$ cat config.mk
export PLATFORM = sky130hd
export DESIGN_NAME = mux_scan_sequencer_flat
export DESIGN_NICKNAME = d
export VERILOG_FILES = /design/src/rtl/mux_scan_sequencer_if.sv /design/src/rtl/mux_scan_sequencer.sv /design/src/flat_wrapper.sv
export SDC_FILE = /design/constraint.sdc
export NUM_CORES = 1
export LEC_CHECK = 0
export CAP_MARGIN = 0
export CELL_PAD_IN_SITES_DETAIL_PLACEMENT = 0
export CELL_PAD_IN_SITES_GLOBAL_PLACEMENT = 1
export CORE_MARGIN = 3
export CORE_UTILIZATION = 38
export CTS_CLUSTER_SIZE = 16
export DETAILED_ROUTE_END_ITERATION = 8
export HOLD_SLACK_MARGIN = 0.03
export MAX_ROUTING_LAYER = met4
export PLACE_DENSITY_LB_ADDON = 0.1
export SYNTH_ARGS = -nofsm -noshare
export SYNTH_HDL_FRONTEND = slang
export SYNTH_SLANG_ARGS = --single-unit
$ cat constraint.sdc
create_clock -name clk_i -period 3.2 [get_ports clk_i]
set_clock_uncertainty 0.2 [all_clocks]
set_input_delay 0.32 -clock clk_i [delete_from_list [all_inputs] [get_ports clk_i]]
set_output_delay 0.32 -clock clk_i [all_outputs]
set_load 0.03 [all_outputs]
$ cat src/rtl/mux_scan_sequencer_if.sv
`default_nettype none
// mux_scan_sequencer_if: select/sample side of the mux plus the indexed output stream.
// Revision: 1.0
interface mux_scan_sequencer_if #(
  parameter int N     = 16,
  parameter int WIDTH = 4
);
  localparam int SEL_W = $clog2(N);

  logic             start;
  logic [SEL_W-1:0] select_line;
  logic [WIDTH-1:0] mux_y;
  logic [WIDTH-1:0] out_data;
  logic [SEL_W-1:0] out_index;
  logic             out_valid;
  logic             out_ready;
  logic             busy;
  logic             done;

  modport master (
    output start, mux_y, out_ready,
    input  select_line, out_data, out_index, out_valid, busy, done
  );

  modport slave (
    input  start, mux_y, out_ready,
    output select_line, out_data, out_index, out_valid, busy, done
  );
endinterface
`default_nettype wire

$ cat src/rtl/mux_scan_sequencer.sv
`default_nettype none
// mux_scan_sequencer: walks an N:1 word mux and streams each sampled word with its index.
// Build option MUX_SCAN_SKIP_EMPTY_EN drops words equal to EMPTY_VAL. Revision: 1.0
module mux_scan_sequencer #(
  parameter int               N         = 16,
  parameter int               WIDTH     = 4,
  parameter logic [WIDTH-1:0] EMPTY_VAL = {WIDTH{1'b1}}
) (
  input  wire logic           clk_i,
  input  wire logic           rst_i,
  mux_scan_sequencer_if.slave bus
);
  localparam int               SEL_W = $clog2(N);
  localparam logic [SEL_W-1:0] LAST  = SEL_W'(N - 1);
`ifdef MUX_SCAN_SKIP_EMPTY_EN
  localparam logic SKIP_EN = 1'b1;
`else
  localparam logic SKIP_EN = 1'b0;
`endif

  typedef enum logic [1:0] {
    S_IDLE  = 2'd0,
    S_SCAN  = 2'd1,
    S_DRAIN = 2'd2
  } state_t;

  state_t           state_q, state_d;
  logic [SEL_W-1:0] sel_q, sel_d;
  logic [WIDTH-1:0] data_q, data_d;
  logic [SEL_W-1:0] index_q, index_d;
  logic             valid_q, valid_d;
  logic             done_q, done_d;

  logic slot_free;
  logic accept;
  logic empty;

  always_ff @(posedge clk_i or posedge rst_i) begin
    if (rst_i) begin
      state_q <= S_IDLE;
      sel_q   <= '0;
      data_q  <= '0;
      index_q <= '0;
      valid_q <= 1'b0;
      done_q  <= 1'b0;
    end else begin
      state_q <= state_d;
      sel_q   <= sel_d;
      data_q  <= data_d;
      index_q <= index_d;
      valid_q <= valid_d;
      done_q  <= done_d;
    end
  end

  always_comb begin
    state_d   = state_q;
    sel_d     = sel_q;
    data_d    = data_q;
    index_d   = index_q;
    valid_d   = valid_q;
    done_d    = 1'b0;
    slot_free = !valid_q || bus.out_ready;
    accept    = valid_q && bus.out_ready;
    empty     = SKIP_EN && (bus.mux_y == EMPTY_VAL);

    unique case (state_q)
      S_IDLE: begin
        sel_d = '0;
        if (bus.start) begin
          state_d = S_SCAN;
        end
      end
      S_SCAN: begin
        // Empty words advance without waiting; a held word stays until accepted.
        if (empty || slot_free) begin
          if (!empty) begin
            data_d  = bus.mux_y;
            index_d = sel_q;
            valid_d = 1'b1;
          end else if (accept) begin
            valid_d = 1'b0;
          end
          if (sel_q == LAST) begin
            sel_d   = '0;
            state_d = S_DRAIN;
          end else begin
            sel_d = sel_q + 1'b1;
          end
        end
      end
      S_DRAIN: begin
        if (accept || !valid_q) begin
          valid_d = 1'b0;
          done_d  = 1'b1;
          state_d = S_IDLE;
        end
      end
      default: begin
        state_d = S_IDLE;
      end
    endcase
  end

  assign bus.select_line = sel_q;
  assign bus.out_data    = data_q;
  assign bus.out_index   = index_q;
  assign bus.out_valid   = valid_q;
  assign bus.busy        = (state_q != S_IDLE);
  assign bus.done        = done_q;
endmodule
`default_nettype wire
$ cat src/flat_wrapper.sv
// flat-port wrapper written by rule: the top's interface ports become plain ports
module mux_scan_sequencer_flat 
#(
  parameter int               N         = 16,
  parameter int               WIDTH     = 4,
  parameter logic [WIDTH-1:0] EMPTY_VAL = {WIDTH{1'b1}}
)
  (clk_i, rst_i, bus_start, bus_mux_y, bus_out_ready, bus_select_line, bus_out_data, bus_out_index, bus_out_valid, bus_busy, bus_done);
  mux_scan_sequencer_if #(.N(N), .WIDTH(WIDTH)) bus_i ();
  input  wire logic clk_i;
  input  wire logic rst_i;
  input wire logic [$bits(bus_i.start)-1:0] bus_start;
  input wire logic [$bits(bus_i.mux_y)-1:0] bus_mux_y;
  input wire logic [$bits(bus_i.out_ready)-1:0] bus_out_ready;
  output wire logic [$bits(bus_i.select_line)-1:0] bus_select_line;
  output wire logic [$bits(bus_i.out_data)-1:0] bus_out_data;
  output wire logic [$bits(bus_i.out_index)-1:0] bus_out_index;
  output wire logic [$bits(bus_i.out_valid)-1:0] bus_out_valid;
  output wire logic [$bits(bus_i.busy)-1:0] bus_busy;
  output wire logic [$bits(bus_i.done)-1:0] bus_done;
  assign bus_i.start = bus_start;
  assign bus_i.mux_y = bus_mux_y;
  assign bus_i.out_ready = bus_out_ready;
  assign bus_select_line = bus_i.select_line;
  assign bus_out_data = bus_i.out_data;
  assign bus_out_index = bus_i.out_index;
  assign bus_out_valid = bus_i.out_valid;
  assign bus_busy = bus_i.busy;
  assign bus_done = bus_i.done;
  mux_scan_sequencer #(.N(N), .WIDTH(WIDTH), .EMPTY_VAL(EMPTY_VAL)) u_core (.clk_i(clk_i), .rst_i(rst_i), .bus(bus_i));
endmodule
* After elaboration in Yosys (flattened, before gate mapping)
Index checks and enable logic that the tools add are counted.
Operators by class: multiplexer cells 13, reduce and logical (&&, ||, !) cells 12, equality and inequality tests 7, $add $sub $neg 1
Operator list (count):
- 2-to-1 mux 2 bit | 4
- 2-to-1 mux 4 bit | 2
- one-hot mux 4 bit (2 select lines) | 1
- inequality test 2 x 1 -> 1 bit (second input constant) | 3
- one-hot mux 2 bit (3 select lines) | 1
- nonzero test 2 bit | 3
- adder 4 x 1 -> 4 bit (second input constant) | 1
- == test 4 bit (second input constant) | 1
- 2-to-1 mux 1 bit | 4
- AND reduction 2 bit | 2
- AND reduction 4 bit | 1
- AND reduction 3 bit | 1
- == test 2 x 1 -> 1 bit (second input constant) | 1
- == test 2 bit (second input constant) | 1
- logical NOT 2 bit | 1
- logical OR 1 bit | 2
- inequality test 2 bit (second input constant) | 1
- one-hot mux 1 bit (2 select lines) | 1
- logical AND 1 bit | 1
- logical NOT 1 bit | 1
Word-level totals: bits in registers 16, word-level logic and storage cells 39, bits of input ports 8, output and inout bits 15

* Depth between registers and ports, before layout
Gate-level depths: netlist (run 1).
depth in word-level cells 4, mapped depth 6, gate-level depth less buffers 4

* Worst setup path after synthesis (run 1)
Ideal clock, no wire load.
kind register to register, start point register u_core.valid_q (netlist: u_core.bus.out_valid), end point register u_core.data_q[0] (netlist: u_core.bus.out_data[0]), arrival time 1.328 ns, required time 2.875 ns, buffers on the path 2, path slack 1.547 ns, library setup time 0.125 ns, clock period less this slack 1.653 ns, stages on the path, launching flop included 6, path through dfrtp_1 > nor2b_4 > buf_8 > nor2_8 > buf_12 > mux2_4
On the way: longest elaborated chain between the ends 3
Ends and longest elaborated chain:
- start: declaration | RTL line mux_scan_sequencer.sv:31 | logic valid_q, valid_d;
- start signal: assignment | RTL line mux_scan_sequencer.sv:51 | valid_q <= valid_d;
- logical NOT 1 bit | RTL line mux_scan_sequencer.sv:63 | slot_free = !valid_q || bus.out_ready;
- logical OR 1 bit | RTL line mux_scan_sequencer.sv:63
- AND reduction 2 bit (no source line)
- end signal: assignment | RTL line mux_scan_sequencer.sv:49 | data_q <= data_d;
- end: declaration | RTL line mux_scan_sequencer.sv:29 | logic [WIDTH-1:0] data_q, data_d;
Every way passes these cells. A chain may end at the register's enable or synchronous reset.

* Final worst setup path (run 1)
start point register u_core.state_q[0], end point output bus_busy
On the way: longest elaborated chain between the ends 1
Ends and longest elaborated chain:
- start: declaration | RTL line mux_scan_sequencer.sv:27 | state_t state_q, state_d;
- start signal: assignment | RTL line mux_scan_sequencer.sv:47 | state_q <= state_d;
- nonzero test 2 bit | RTL line mux_scan_sequencer.sv:109 | assign bus.busy = (state_q != S_IDLE);
- end: declaration | RTL line flat_wrapper.sv:19 | output wire logic [$bits(bus_i.busy)-1:0] bus_busy;
Every way passes these cells.

==> results of run 1 <==
kinds of logic after synthesis:
group	Yosys count	synth area share
flops	16	0.527
fa+ha+maj	1	0.0165
mux	10	0.170
buf+inv	6	0.0659
compound gates	6	0.0577
simple gates	19	0.163
area by class of cell:
type                       count  area, um2  area share
clock buffer                   4       36.3      0.0358
inverter                       4       15.0      0.0148
multi-input combinational     36        309       0.305
sequential                    16        400       0.396
tap                           25       31.3      0.0309
timing repair buffer          22        220       0.218
metrics by stage:
| step | power [mW] | worst slack, ns | util |
|---|---|---|---|
| floorplan | 0.539 | 1.55 | - |
| global placement | 0.670 | 1.32 | 0.542 |
| detailed placement | 0.671 | 1.31 | 0.542 |
| CTS | 0.804 | 1.01 | 0.562 |
| global route | 0.845 | 0.945 | 0.562 |
| finish | 0.795 | 1.03 | 0.562 |
sequential cells by signal, summed over array words and instances (netlist names):
| name | cells |
|---|---|
| u_core.bus.out_data | 4 |
| u_core.bus.out_index | 4 |
| u_core.bus.select_line | 4 |
| u_core.state_q | 2 |
| u_core.bus.done | 1 |
| u_core.bus.out_valid | 1 |
path summary, 6_finish.rpt:
kind	from	end	slack, ns	cells past startpoint
max in group asynchronous	rst_i	u_core.bus.out_valid$_DFFE_PP0P_	2.19	2
max reg2reg	u_core.state_q[1]$_DFFE_PP0P_	u_core.bus.out_data[3]$_DFFE_PP0P_	1.66	3
min	rst_i	u_core.bus.out_data[0]$_DFFE_PP0P_	0.21	2
max	u_core.state_q[0]$_DFFE_PP0P_	bus_busy	1.03	2
min reg2reg	u_core.bus.out_data[0]$_DFFE_PP0P_	u_core.bus.out_data[0]$_DFFE_PP0P_	0.32	1
min in group clk_i	u_core.bus.out_data[0]$_DFFE_PP0P_	u_core.bus.out_data[0]$_DFFE_PP0P_	0.32	1
cell usage after synthesis:
cell       instances  area (um2)
a21oi_1            1        5.00
a2bb2oi_1          1        8.76
a31o_2             1        8.76
a31oi_1            1        6.26
buf_12             1        20.0
buf_8              1        15.0
dfrtp_1           16         400
ha_1               1        12.5
inv_1              4        15.0
mux2_2             3        33.8
mux2_4             5        75.1
mux2i_1            2        20.0
nand2_1            5        18.8
nand2b_4           1        13.8
nand3_1            2        10.0
nand3_2            1        10.0
nor2_1             3        11.3
nor2_8             1        20.0
nor2b_4            1        13.8
nor3_1             4        20.0
o21ai_0            1        5.00
o31a_2             1        10.0
or2_2              1        6.26
critical path, stage by stage (launching register included):
cell,delay [ns]
dfrtp_1,0.45
or2_2,0.33
clkdlybuf4s50_1,0.60
routing by layer:
layer / up-vias / global-route usage / part of all wire
met1: 249 / 0.150 / 0.48
met2: 15 / 0.154 / 0.44
met3: 2 / 0.0297 / 0.063
met5: - / - / 0
met4: 0 / 0.0538 / 0.014
li1: 248 / - / -
power groups by stage:
| stage | Combinational [mW] | Clock, mW | Sequential (mW) |
|---|---|---|---|
| after floorplan | 0.124 | 0 | 0.415 |
| after global placement | 0.360 | 0 | 0.310 |
| after detailed placement | 0.360 | 0 | 0.311 |
| after CTS | 0.361 | 0.136 | 0.307 |
| after global routing | 0.382 | 0.146 | 0.317 |
| final | 0.358 | 0.131 | 0.306 |
==> flow_summary.html, run 1 <==
<table>
<tr><th>Metric</th><th>Value</th></tr>
<tr><th colspan="2">Cells and area</th></tr>
<tr><td>Summed area of non-filler cells in the final layout</td><td>slightly above 1000 um2</td></tr>
<tr><td>Non-filler cells in the finished layout</td><td>107</td></tr>
<tr><td>Ratio of cells with drive above 1 in the final layout</td><td>0.232</td></tr>
<tr><td>Commonest non-fill, non-tap cell in the layout</td><td>clkdlybuf4s50_1</td></tr>
<tr><td>Number of nets in the layout</td><td>92</td></tr>
<tr><td>Diodes inserted</td><td>0</td></tr>
<tr><td># fillers</td><td>~160</td></tr>
<tr><td>Most used cells in the layout excluding fill and tap cells</td><td>clkdlybuf4s50_1, dfrtp_1, mux2_4, nand2_1</td></tr>
<tr><td>Layout area overhead</td><td>33.3%</td></tr>
<tr><th colspan="2">Timing</th></tr>
<tr><td>Fmax achieved</td><td>461 MHz</td></tr>
<tr><td>Period Utilization, post-route</td><td>0.678</td></tr>
<tr><td>Total setup violations reported at the end of the flow</td><td>0</td></tr>
<tr><td>Fin Setup TNS</td><td>0 ns</td></tr>
<tr><td>Final hold vios</td><td>0</td></tr>
<tr><td>Max transition margin</td><td>0.593</td></tr>
<tr><td>Shortest period the worst path allows</td><td>approximately 2.2 ns</td></tr>
<tr><td>Actual transition at the worst max-transition pin</td><td>between 0.6 and 0.7 ns</td></tr>
<tr><td>Post-Route Hold Slack</td><td>0.214 ns</td></tr>
<tr><td>RSZ-0062 raised after global routing</td><td>no</td></tr>
<tr><td>Slew Limit Fails</td><td>0</td></tr>
<tr><th colspan="2">Worst setup path</th></tr>
<tr><td>Startpoint Class</td><td>flip-flop</td></tr>
<tr><td>Type of the worst setup path</td><td>reg -&gt; out</td></tr>
<tr><td>Worst endpoint required time</td><td>2.68 ns</td></tr>
<tr><td>Peak fanout along the critical path</td><td>5</td></tr>
<tr><td>Kind of capture point of the worst setup path</td><td>output pin</td></tr>
<tr><td>Crit path arrival time</td><td>between 1.5 and 2 ns</td></tr>
<tr><th colspan="2">Route</th></tr>
<tr><td>Number of detailed-route iterations in the first pass</td><td>2</td></tr>
<tr><td>Routed len/inst</td><td>between 10 and 15 um</td></tr>
<tr><td>Post-detailed-routing wire length</td><td>between 1000 and 1500 um</td></tr>
<tr><td>Average via count per standard cell</td><td>4.80</td></tr>
<tr><td>Antenna viol nets, final</td><td>0</td></tr>
<tr><td>Drt initial violations</td><td>5</td></tr>
<tr><td>DRC</td><td>0</td></tr>
<tr><td>Overall via count from detail_route</td><td>514</td></tr>
<tr><th colspan="2">Clock tree</th></tr>
<tr><td>Number of clock sinks</td><td>16</td></tr>
<tr><td>TritonCTS clock tree</td><td>yes</td></tr>
<tr><td>Register clock-pin slew on the reported worst setup and hold paths</td><td>0.09 ns</td></tr>
<tr><td>Clock tree buffer depth</td><td>2</td></tr>
<tr><td>Clock insertion delay at the later pin of the skew report</td><td>0.28 ns</td></tr>
<tr><td>Clock H-tree levels</td><td>1</td></tr>
<tr><td>Total of hold buffers inserted after clock tree synthesis</td><td>0</td></tr>
<tr><td>Post-CTS repair timing setup buffer count</td><td>0</td></tr>
<tr><td>CTS root buf</td><td>clkbuf_4</td></tr>
<tr><td>Num CTS Buffers</td><td>3</td></tr>
<tr><td>Quantity of gates resized following cts</td><td>0</td></tr>
<tr><th colspan="2">Power</th></tr>
<tr><td>Switching Power</td><td>0.295 mW</td></tr>
<tr><td>Switching Share</td><td>0.371</td></tr>
<tr><td>Share of total power in sequential cells</td><td>0.385</td></tr>
<tr><td>Fraction of power consumed by combinational cells</td><td>0.450</td></tr>
<tr><td>P_int</td><td>between 0.4 and 0.5 mW</td></tr>
<tr><td>Worst vdd ir</td><td>0.374 mV</td></tr>
<tr><td>Clock power share</td><td>0.165</td></tr>
<tr><td>Areal power density over the cells</td><td>785 nW/um2</td></tr>
<tr><td>Standby leakage power</td><td>0.470 nW</td></tr>
<tr><th colspan="2">Logic synthesis</th></tr>
<tr><td>Post-Syn Nets</td><td>67</td></tr>
<tr><td>Flip-flop and latch count after synthesis</td><td>16</td></tr>
<tr><td>Post-synthesis sequential area ratio</td><td>0.527</td></tr>
<tr><td>Number of distinct standard cells referenced by the synthesized netlist</td><td>23</td></tr>
<tr><td>Post-synthesis average cell area</td><td>13.1 um2</td></tr>
<tr><td>Number of cells produced by synthesis</td><td>58</td></tr>
<tr><td>Synthesis warning total</td><td>0</td></tr>
<tr><td>Post-synthesis cell area</td><td>759 um2</td></tr>
<tr><th colspan="2">Place</th></tr>
<tr><td>Placed Area</td><td>976 um2</td></tr>
<tr><td>Placer's final routability congestion estimate</td><td>roughly 0.76</td></tr>
<tr><td>Placed insts</td><td>103</td></tr>
<tr><td>Detailed placement HPWL</td><td>887 um</td></tr>
<tr><td>Buffers on Ports</td><td>22</td></tr>
<tr><th colspan="2">GRT</th></tr>
<tr><td>Pin count of the biggest net entering global routing</td><td>17</td></tr>
<tr><td>Number of global-route vias before repair</td><td>461</td></tr>
<tr><td>Initial antenna violation count</td><td>0</td></tr>
<tr><td>Global-route wire length before repair</td><td>roughly 2100 um</td></tr>
<tr><td>Overflow after GRT</td><td>0</td></tr>
<tr><td>Global Route Usage Sum</td><td>0.112</td></tr>
<tr><th colspan="2">Die</th></tr>
<tr><td>Total core area</td><td>1800 um2</td></tr>
<tr><td>Height of the die</td><td>50.7 um</td></tr>
<tr><td>Area of the die</td><td>2570 um2</td></tr>
<tr><td>Number of cell rows</td><td>15</td></tr>
<tr><td>Horizontal die dimension</td><td>50.7 um</td></tr>
<tr><td>Initial core utilization</td><td>0.422</td></tr>
<tr><td>I/O pins</td><td>23</td></tr>
<tr><th colspan="2">Worst hold path</th></tr>
<tr><td>Min-Delay Path Class</td><td>in -&gt; async</td></tr>
<tr><th colspan="2">Run</th></tr>
<tr><td>Count of maximum capacitance violations</td><td>0</td></tr>
<tr><th colspan="2">Outcome</th></tr>
<tr><td>Outcome</td><td>finished clean</td></tr>
</table>
Power figures use the tool's default switching activity.
==> run 2, diff against run 1 <==
Settings changed: CORE_UTILIZATION 38 to 35.
Clock period 3.2 ns to 2.22 ns, I/O delays scaled along.
==> flow_summary.html, run 2 (synthesis gave the netlist of run 1 again) <==
<table>
<tr><th>Metric</th><th>Value</th></tr>
<tr><th colspan="2">Worst setup path</th></tr>
<tr><td>Kind of capture point of the worst setup path</td><td>output pin</td></tr>
<tr><td>Largest stage delay on the critical path</td><td>0.60 ns (about the same)</td></tr>
<tr><td>Crit path arrival time</td><td>1.66 ns (about the same)</td></tr>
<tr><td>Peak fanout along the critical path</td><td>5 (unchanged)</td></tr>
<tr><td>Register-to-Register Path Depth</td><td>3 (unchanged)</td></tr>
<tr><td>Critical path launch point</td><td>u_core.state_q[0]$_DFFE_PP0P_</td></tr>
<tr><td>Worst endpoint required time</td><td>1.80 ns (-0.88 ns)</td></tr>
<tr><td>Startpoint Class</td><td>flip-flop</td></tr>
<tr><td>Chain of cells forming the critical path</td><td>or2_2 &gt; clkdlybuf4s50_1</td></tr>
<tr><td>Critical-path top delay cell</td><td>clkdlybuf4s50_1</td></tr>
<tr><td>Startpoint of the most critical register-to-register path</td><td>u_core.state_q[1]$_DFFE_PP0P_</td></tr>
<tr><td>Type of the worst setup path</td><td>reg -&gt; out</td></tr>
<tr><td>Destination of the critical timing path</td><td>bus_busy</td></tr>
<tr><td>Worst-case register-to-register setup slack</td><td>0.66 ns (-1.00 ns)</td></tr>
<tr><td>Crit Reg-Reg Endpoint</td><td>u_core.bus.out_data[2]$_DFFE_PP0P_</td></tr>
<tr><th colspan="2">Cells and area</th></tr>
<tr><td># fillers</td><td>179 (+13%)</td></tr>
<tr><td>Diodes inserted</td><td>0 (unchanged)</td></tr>
<tr><td>Number of nets in the layout</td><td>92 (unchanged)</td></tr>
<tr><td>Commonest non-fill, non-tap cell in the layout</td><td>clkdlybuf4s50_1</td></tr>
<tr><td>Most used cells in the layout excluding fill and tap cells</td><td>clkdlybuf4s50_1, dfrtp_1, mux2_4, nand2_1</td></tr>
<tr><td>Ratio of cells with drive above 1 in the final layout</td><td>0.232 (unchanged)</td></tr>
<tr><td>Layout area overhead</td><td>33.6%</td></tr>
<tr><th colspan="2">Outcome</th></tr>
<tr><td>Outcome</td><td>finished clean</td></tr>
<tr><th colspan="2">Power</th></tr>
<tr><td>Standby leakage power</td><td>0.470 nW (unchanged)</td></tr>
<tr><td>Worst vdd ir</td><td>0.498 mV (+33%)</td></tr>
<tr><td>Areal power density over the cells</td><td>1130 nW/um2 (+44%)</td></tr>
<tr><th colspan="2">Route</th></tr>
<tr><td>Overall via count from detail_route</td><td>502 (-2.3%)</td></tr>
<tr><td>Average via count per standard cell</td><td>4.61 (-4.1%)</td></tr>
<tr><td>Drt initial violations</td><td>1 (-4)</td></tr>
<tr><td>DRC</td><td>0 (unchanged)</td></tr>
<tr><td>Antenna viol nets, final</td><td>0 (unchanged)</td></tr>
<tr><td>Routed len/inst</td><td>11.5 um (+1.1%)</td></tr>
<tr><td>Post-detailed-routing wire length</td><td>1260 um (+2.9%)</td></tr>
<tr><td>Number of detailed-route iterations in the first pass</td><td>4 (+2)</td></tr>
<tr><th colspan="2">Place</th></tr>
<tr><td>Detailed placement HPWL</td><td>930 um (+4.9%)</td></tr>
<tr><td>Placer's final routability congestion estimate</td><td>0.722 (-5.5%)</td></tr>
<tr><td>Pre-CTS setup slack</td><td>0.423 ns (-0.883 ns)</td></tr>
<tr><td>Buffers on Ports</td><td>22 (unchanged)</td></tr>
<tr><th colspan="2">Clock tree</th></tr>
<tr><td>Clock insertion delay at the later pin of the skew report</td><td>0.28 ns (about the same)</td></tr>
<tr><td>Number of clock sinks</td><td>16 (unchanged)</td></tr>
<tr><td>Total of hold buffers inserted after clock tree synthesis</td><td>0 (unchanged)</td></tr>
<tr><td>Clock H-tree levels</td><td>1 (unchanged)</td></tr>
<tr><td>Clock tree buffer depth</td><td>2 (unchanged)</td></tr>
<tr><td>Quantity of gates resized following cts</td><td>0 (unchanged)</td></tr>
<tr><td>Register clock-pin slew on the reported worst setup and hold paths</td><td>0.09 ns (about the same)</td></tr>
<tr><td>Num CTS Buffers</td><td>3 (unchanged)</td></tr>
<tr><td>CTS root buf</td><td>clkbuf_4</td></tr>
<tr><td>TritonCTS clock tree</td><td>yes</td></tr>
<tr><td>Post-CTS repair timing setup buffer count</td><td>0 (unchanged)</td></tr>
<tr><th colspan="2">Timing</th></tr>
<tr><td>Total setup violations reported at the end of the flow</td><td>0 (unchanged)</td></tr>
<tr><td>Period Utilization, post-route</td><td>0.937</td></tr>
<tr><td>Actual transition at the worst max-transition pin</td><td>0.597 ns (-0.0128 ns)</td></tr>
<tr><td>Fin Setup TNS</td><td>0 ns (unchanged)</td></tr>
<tr><td>Crit path setup slack, layout</td><td>0.140 ns (-0.891 ns)</td></tr>
<tr><td>Shortest period the worst path allows</td><td>2.08 ns</td></tr>
<tr><td>Max transition margin</td><td>0.602 (+0.00856)</td></tr>
<tr><td>Fmax achieved</td><td>481 MHz</td></tr>
<tr><td>Final hold vios</td><td>0 (unchanged)</td></tr>
<tr><td>Slew Limit Fails</td><td>0 (unchanged)</td></tr>
<tr><td>RSZ-0062 raised after global routing</td><td>no</td></tr>
<tr><th colspan="2">GRT</th></tr>
<tr><td>Initial antenna violation count</td><td>0 (unchanged)</td></tr>
<tr><td>Global-route wire length before repair</td><td>2230 um (+7.6%)</td></tr>
<tr><td>Global Route Usage Sum</td><td>0.113 (+0.00189)</td></tr>
<tr><td>Number of global-route vias before repair</td><td>490 (+6.3%)</td></tr>
<tr><td>Pin count of the biggest net entering global routing</td><td>17 (unchanged)</td></tr>
<tr><td>Overflow after GRT</td><td>0 (unchanged)</td></tr>
<tr><th colspan="2">Die</th></tr>
<tr><td>Height of the die</td><td>52.6 um (+3.7%)</td></tr>
<tr><td>I/O pins</td><td>23 (unchanged)</td></tr>
<tr><td>Horizontal die dimension</td><td>52.6 um (+3.7%)</td></tr>
<tr><td>Total core area</td><td>2000 um2 (+11%)</td></tr>
<tr><td>Initial core utilization</td><td>0.379 (-0.0422)</td></tr>
<tr><td>Area of the die</td><td>2760 um2 (+7.5%)</td></tr>
<tr><td>Number of cell rows</td><td>16 (+1)</td></tr>
<tr><th colspan="2">Run</th></tr>
<tr><td>Count of maximum capacitance violations</td><td>0 (unchanged)</td></tr>
<tr><th colspan="2">Worst hold path</th></tr>
<tr><td>Min-Delay Path Class</td><td>in -&gt; async</td></tr>
</table>
## run 2: cell counts in the layout (fill, tap and decap cells not counted)
No cell type changed its count.
## run 2: worst max-delay path, delay by kind of cell (launching register included)
kind          cells  cell delay (ns)
buf+inv           1             0.60
flops             1             0.45
simple gates      1             0.33
## run 2: final cells by class
cell class,count,area (um2),share of cell area
multi-input cells,36,309,0.305
well taps,27,33.8,0.0333
inverters,4,15.0,0.0148
repair buffers,22,220,0.217
clock buffers,4,36.3,0.0358
flip-flops and latches,16,400,0.395
## run 2: worst min path at each step
stage	slack, ns	to	cells past startpoint	start
after detailed placement	0.29	u_core.bus.out_data[1]$_DFFE_PP0P_	1	u_core.bus.out_data[1]$_DFFE_PP0P_
final	0.10	u_core.bus.out_data[1]$_DFFE_PP0P_	2	rst_i
after global placement	0.29	u_core.bus.out_data[3]$_DFFE_PP0P_	1	u_core.bus.out_data[3]$_DFFE_PP0P_
after global routing	0.15	u_core.bus.out_data[0]$_DFFE_PP0P_	2	rst_i
after CTS	0.12	u_core.state_q[0]$_DFFE_PP0P_	2	rst_i
after floorplan	-0.06	u_core.bus.done$_DFF_PP0_	1	rst_i
## run 2: routing by layer
layer | routed length [um] | track usage | up-vias
met4 | 8 | 0.0255 | 0
met1 | 568 | 0.143 | 236
met5 | 0 | - | -
met2 | 595 | 0.167 | 14
met3 | 85 | 0.0513 | 2
li1 | - | - | 250
## run 2: metrics by stage
| stage | cell area [um2] | utilization | hold WS (ns) | cells | total power, mW |
|---|---|---|---|---|---|
| after floorplan | 759 | - | -0.0643 | 58 | 0.777 |
| after global placement | 978 | 0.489 | 0.290 | 105 | 0.969 |
| after detailed placement | 978 | 0.489 | 0.292 | 105 | 0.972 |
| after CTS | 1010 | 0.507 | 0.122 | 109 | 1.17 |
| after global routing | 1010 | 0.507 | 0.153 | 109 | 1.22 |
| final | 1010 | 0.507 | 0.101 | 109 | 1.15 |
## run 2: power by group
part,internal [mW],switching [mW]
Sequential,0.372,0.0688
Clock,0.0998,0.0899
Combinational,0.249,0.268
==> run 3, diff against run 2 <==
Settings changed: CORE_UTILIZATION 35 to 30.
==> flow_summary.html, run 3 (synthesis gave the netlist of run 1 again) <==
<table>
<tr><th>Metric</th><th>Value</th></tr>
<tr><th colspan="2">Route</th></tr>
<tr><td>DRC</td><td>0 (unchanged)</td></tr>
<tr><td>Routed len/inst</td><td>12.8 um (+11%)</td></tr>
<tr><td>Post-detailed-routing wire length</td><td>1410 um (+12%)</td></tr>
<tr><td>Overall via count from detail_route</td><td>511 (+1.8%)</td></tr>
<tr><td>Average via count per standard cell</td><td>4.65 (+0.87%)</td></tr>
<tr><td>Drt initial violations</td><td>11 (+10)</td></tr>
<tr><td>Number of detailed-route iterations in the first pass</td><td>3 (-1)</td></tr>
<tr><td>Antenna viol nets, final</td><td>0 (unchanged)</td></tr>
<tr><th colspan="2">Worst setup path</th></tr>
<tr><td>Register-to-Register Path Depth</td><td>3 (unchanged)</td></tr>
<tr><td>Worst endpoint required time</td><td>1.80 ns (about the same)</td></tr>
<tr><td>Kind of capture point of the worst setup path</td><td>output pin</td></tr>
<tr><td>Crit Reg-Reg Endpoint</td><td>u_core.bus.out_data[3]$_DFFE_PP0P_</td></tr>
<tr><td>Chain of cells forming the critical path</td><td>or2_2 &gt; clkdlybuf4s50_1</td></tr>
<tr><td>Critical-path top delay cell</td><td>clkdlybuf4s50_1</td></tr>
<tr><td>Worst-case register-to-register setup slack</td><td>0.67 ns (about the same)</td></tr>
<tr><td>Startpoint Class</td><td>flip-flop</td></tr>
<tr><td>Startpoint of the most critical register-to-register path</td><td>u_core.state_q[1]$_DFFE_PP0P_</td></tr>
<tr><td>Crit path arrival time</td><td>1.66 ns (about the same)</td></tr>
<tr><td>Type of the worst setup path</td><td>reg -&gt; out</td></tr>
<tr><td>Peak fanout along the critical path</td><td>5 (unchanged)</td></tr>
<tr><td>Largest stage delay on the critical path</td><td>0.60 ns (about the same)</td></tr>
<tr><th colspan="2">GRT</th></tr>
<tr><td>Global-route track usage on met2</td><td>0.155 (-0.0121)</td></tr>
<tr><td>Pin count of the biggest net entering global routing</td><td>17 (unchanged)</td></tr>
<tr><td>Overflow after GRT</td><td>0 (unchanged)</td></tr>
<tr><td>Initial antenna violation count</td><td>0 (unchanged)</td></tr>
<tr><td>Number of global-route vias before repair</td><td>514 (+4.9%)</td></tr>
<tr><td>Global-route wire length before repair</td><td>2530 um (+13%)</td></tr>
<tr><td>Busiest metal layer after global routing</td><td>met2</td></tr>
<tr><td>Met3 Resource Use GR</td><td>0.0460 (-0.00531)</td></tr>
<tr><td>Met1 track demand over resource</td><td>0.132 (-0.0109)</td></tr>
<tr><td>Global Route Usage Sum</td><td>0.107 (-0.00630)</td></tr>
<tr><th colspan="2">Die</th></tr>
<tr><td>Initial core utilization</td><td>0.331 (-0.0488)</td></tr>
<tr><td>Height of the die</td><td>56.3 um (+7.1%)</td></tr>
<tr><td>Horizontal die dimension</td><td>56.3 um (+7.1%)</td></tr>
<tr><td>I/O pins</td><td>23 (unchanged)</td></tr>
<tr><td>Number of cell rows</td><td>17 (+1)</td></tr>
<tr><td>Area of the die</td><td>3170 um2 (+15%)</td></tr>
<tr><td>Total core area</td><td>2300 um2 (+15%)</td></tr>
<tr><th colspan="2">Power</th></tr>
<tr><td>Areal power density over the cells</td><td>1130 nW/um2 (+0.28%)</td></tr>
<tr><td>Worst vdd ir</td><td>0.474 mV (-4.7%)</td></tr>
<tr><td>Standby leakage power</td><td>0.470 nW (unchanged)</td></tr>
<tr><th colspan="2">Clock tree</th></tr>
<tr><td>Clock H-tree levels</td><td>1 (unchanged)</td></tr>
<tr><td>Quantity of gates resized following cts</td><td>0 (unchanged)</td></tr>
<tr><td>Number of clock sinks</td><td>16 (unchanged)</td></tr>
<tr><td>Post-CTS repair timing setup buffer count</td><td>0 (unchanged)</td></tr>
<tr><td>Register clock-pin slew on the reported worst setup and hold paths</td><td>0.09 ns (about the same)</td></tr>
<tr><td>Clock insertion delay at the later pin of the skew report</td><td>0.29 ns (about the same)</td></tr>
<tr><td>Clock tree buffer depth</td><td>2 (unchanged)</td></tr>
<tr><td>Total of hold buffers inserted after clock tree synthesis</td><td>0 (unchanged)</td></tr>
<tr><td>CTS root buf</td><td>clkbuf_4</td></tr>
<tr><td>TritonCTS clock tree</td><td>yes</td></tr>
<tr><td>Num CTS Buffers</td><td>3 (unchanged)</td></tr>
<tr><th colspan="2">Cells and area</th></tr>
<tr><td>Commonest non-fill, non-tap cell in the layout</td><td>clkdlybuf4s50_1</td></tr>
<tr><td>Diodes inserted</td><td>0 (unchanged)</td></tr>
<tr><td>Ratio of cells with drive above 1 in the final layout</td><td>0.232 (unchanged)</td></tr>
<tr><td>Most used cells in the layout excluding fill and tap cells</td><td>clkdlybuf4s50_1, dfrtp_1, mux2_4, nand2_1</td></tr>
<tr><td># fillers</td><td>229 (+28%)</td></tr>
<tr><td>Number of nets in the layout</td><td>92 (unchanged)</td></tr>
<tr><td>Layout area overhead</td><td>33.8%</td></tr>
<tr><td>Summed area of non-filler cells in the final layout</td><td>1020 um2 (+0.12%)</td></tr>
<tr><th colspan="2">Timing</th></tr>
<tr><td>Shortest period the worst path allows</td><td>2.08 ns (+0.00392 ns)</td></tr>
<tr><td>Actual transition at the worst max-transition pin</td><td>0.632 ns (+0.0354 ns)</td></tr>
<tr><td>Period Utilization, post-route</td><td>0.939 (+0.00176)</td></tr>
<tr><td>Slew Limit Fails</td><td>0 (unchanged)</td></tr>
<tr><td>Max transition margin</td><td>0.578 (-0.0236)</td></tr>
<tr><td>Total setup violations reported at the end of the flow</td><td>0 (unchanged)</td></tr>
<tr><td>Fin Setup TNS</td><td>0 ns (unchanged)</td></tr>
<tr><td>RSZ-0062 raised after global routing</td><td>no</td></tr>
<tr><td>Fmax achieved</td><td>480 MHz (-0.19%)</td></tr>
<tr><td>Final hold vios</td><td>0 (unchanged)</td></tr>
<tr><th colspan="2">Place</th></tr>
<tr><td>Buffers on Ports</td><td>22 (unchanged)</td></tr>
<tr><td>Placer's final routability congestion estimate</td><td>0.689 (-4.7%)</td></tr>
<tr><td>Placed Area</td><td>980 um2 (+0.13%)</td></tr>
<tr><td>Detailed placement HPWL</td><td>1060 um (+14%)</td></tr>
<tr><th colspan="2">Outcome</th></tr>
<tr><td>Outcome</td><td>finished clean</td></tr>
<tr><th colspan="2">Worst hold path</th></tr>
<tr><td>Min-Delay Path Class</td><td>in -&gt; async</td></tr>
<tr><th colspan="2">Run</th></tr>
<tr><td>Count of maximum capacitance violations</td><td>0 (unchanged)</td></tr>
</table>
run 3: where the power goes:
part | internal, mW | switching (mW)
logic | 0.248 | 0.271
clock network | 0.0999 | 0.0878
registers | 0.372 | 0.0725
total | 0.721 | 0.431
run 3: critical path, delay by kind of cell (launching register included):
family                 cells  cell delay (ns)
buffers and inverters      1             0.60
DFF                        1             0.45
and+or+nand+nor            1             0.33
run 3: how the worst max path moves through the flow:
stage                                              end                              from  slack (ns)
floorplan           u_core.bus.out_data[0]$_DFFE_PP0P_  u_core.bus.out_valid$_DFFE_PP0P_        0.57
global placement    u_core.bus.out_data[3]$_DFFE_PP0P_                     bus_out_ready        0.42
detailed placement  u_core.bus.out_data[3]$_DFFE_PP0P_                     bus_out_ready        0.42
CTS                                           bus_busy     u_core.state_q[0]$_DFFE_PP0P_        0.10
global route                                  bus_busy     u_core.state_q[0]$_DFFE_PP0P_        0.06
finish                                        bus_busy     u_core.state_q[0]$_DFFE_PP0P_        0.14
run 3: metrics by stage:
step | util | worst slack, ns | hold WS [ns] | power, mW | instances
2_1_floorplan | - | 0.567 | -0.0643 | 0.777 | 58
3_3_place_gp | 0.426 | 0.423 | 0.290 | 0.972 | 106
3_5_place_dp | 0.426 | 0.423 | 0.297 | 0.981 | 106
4_1_cts | 0.442 | 0.102 | 0.117 | 1.18 | 110
5_1_grt | 0.442 | 0.0599 | 0.160 | 1.23 | 110
6_report | 0.442 | 0.136 | 0.107 | 1.15 | 110
run 3: metal layers:
metal / vias to the layer above / wire length, um
met3: 2 / 95
li1: 250 / -
met5: - / 0
met1: 245 / 619
met4: 0 / 14
met2: 14 / 676
run 3: area by class of cell:
type,instances,area [um2],area share
well taps,28,35.0,0.0345
repair buffers,22,220,0.217
multi-input cells,36,309,0.304
inverters,4,15.0,0.0148
flip-flops and latches,16,400,0.394
clock buffers,4,36.3,0.0357
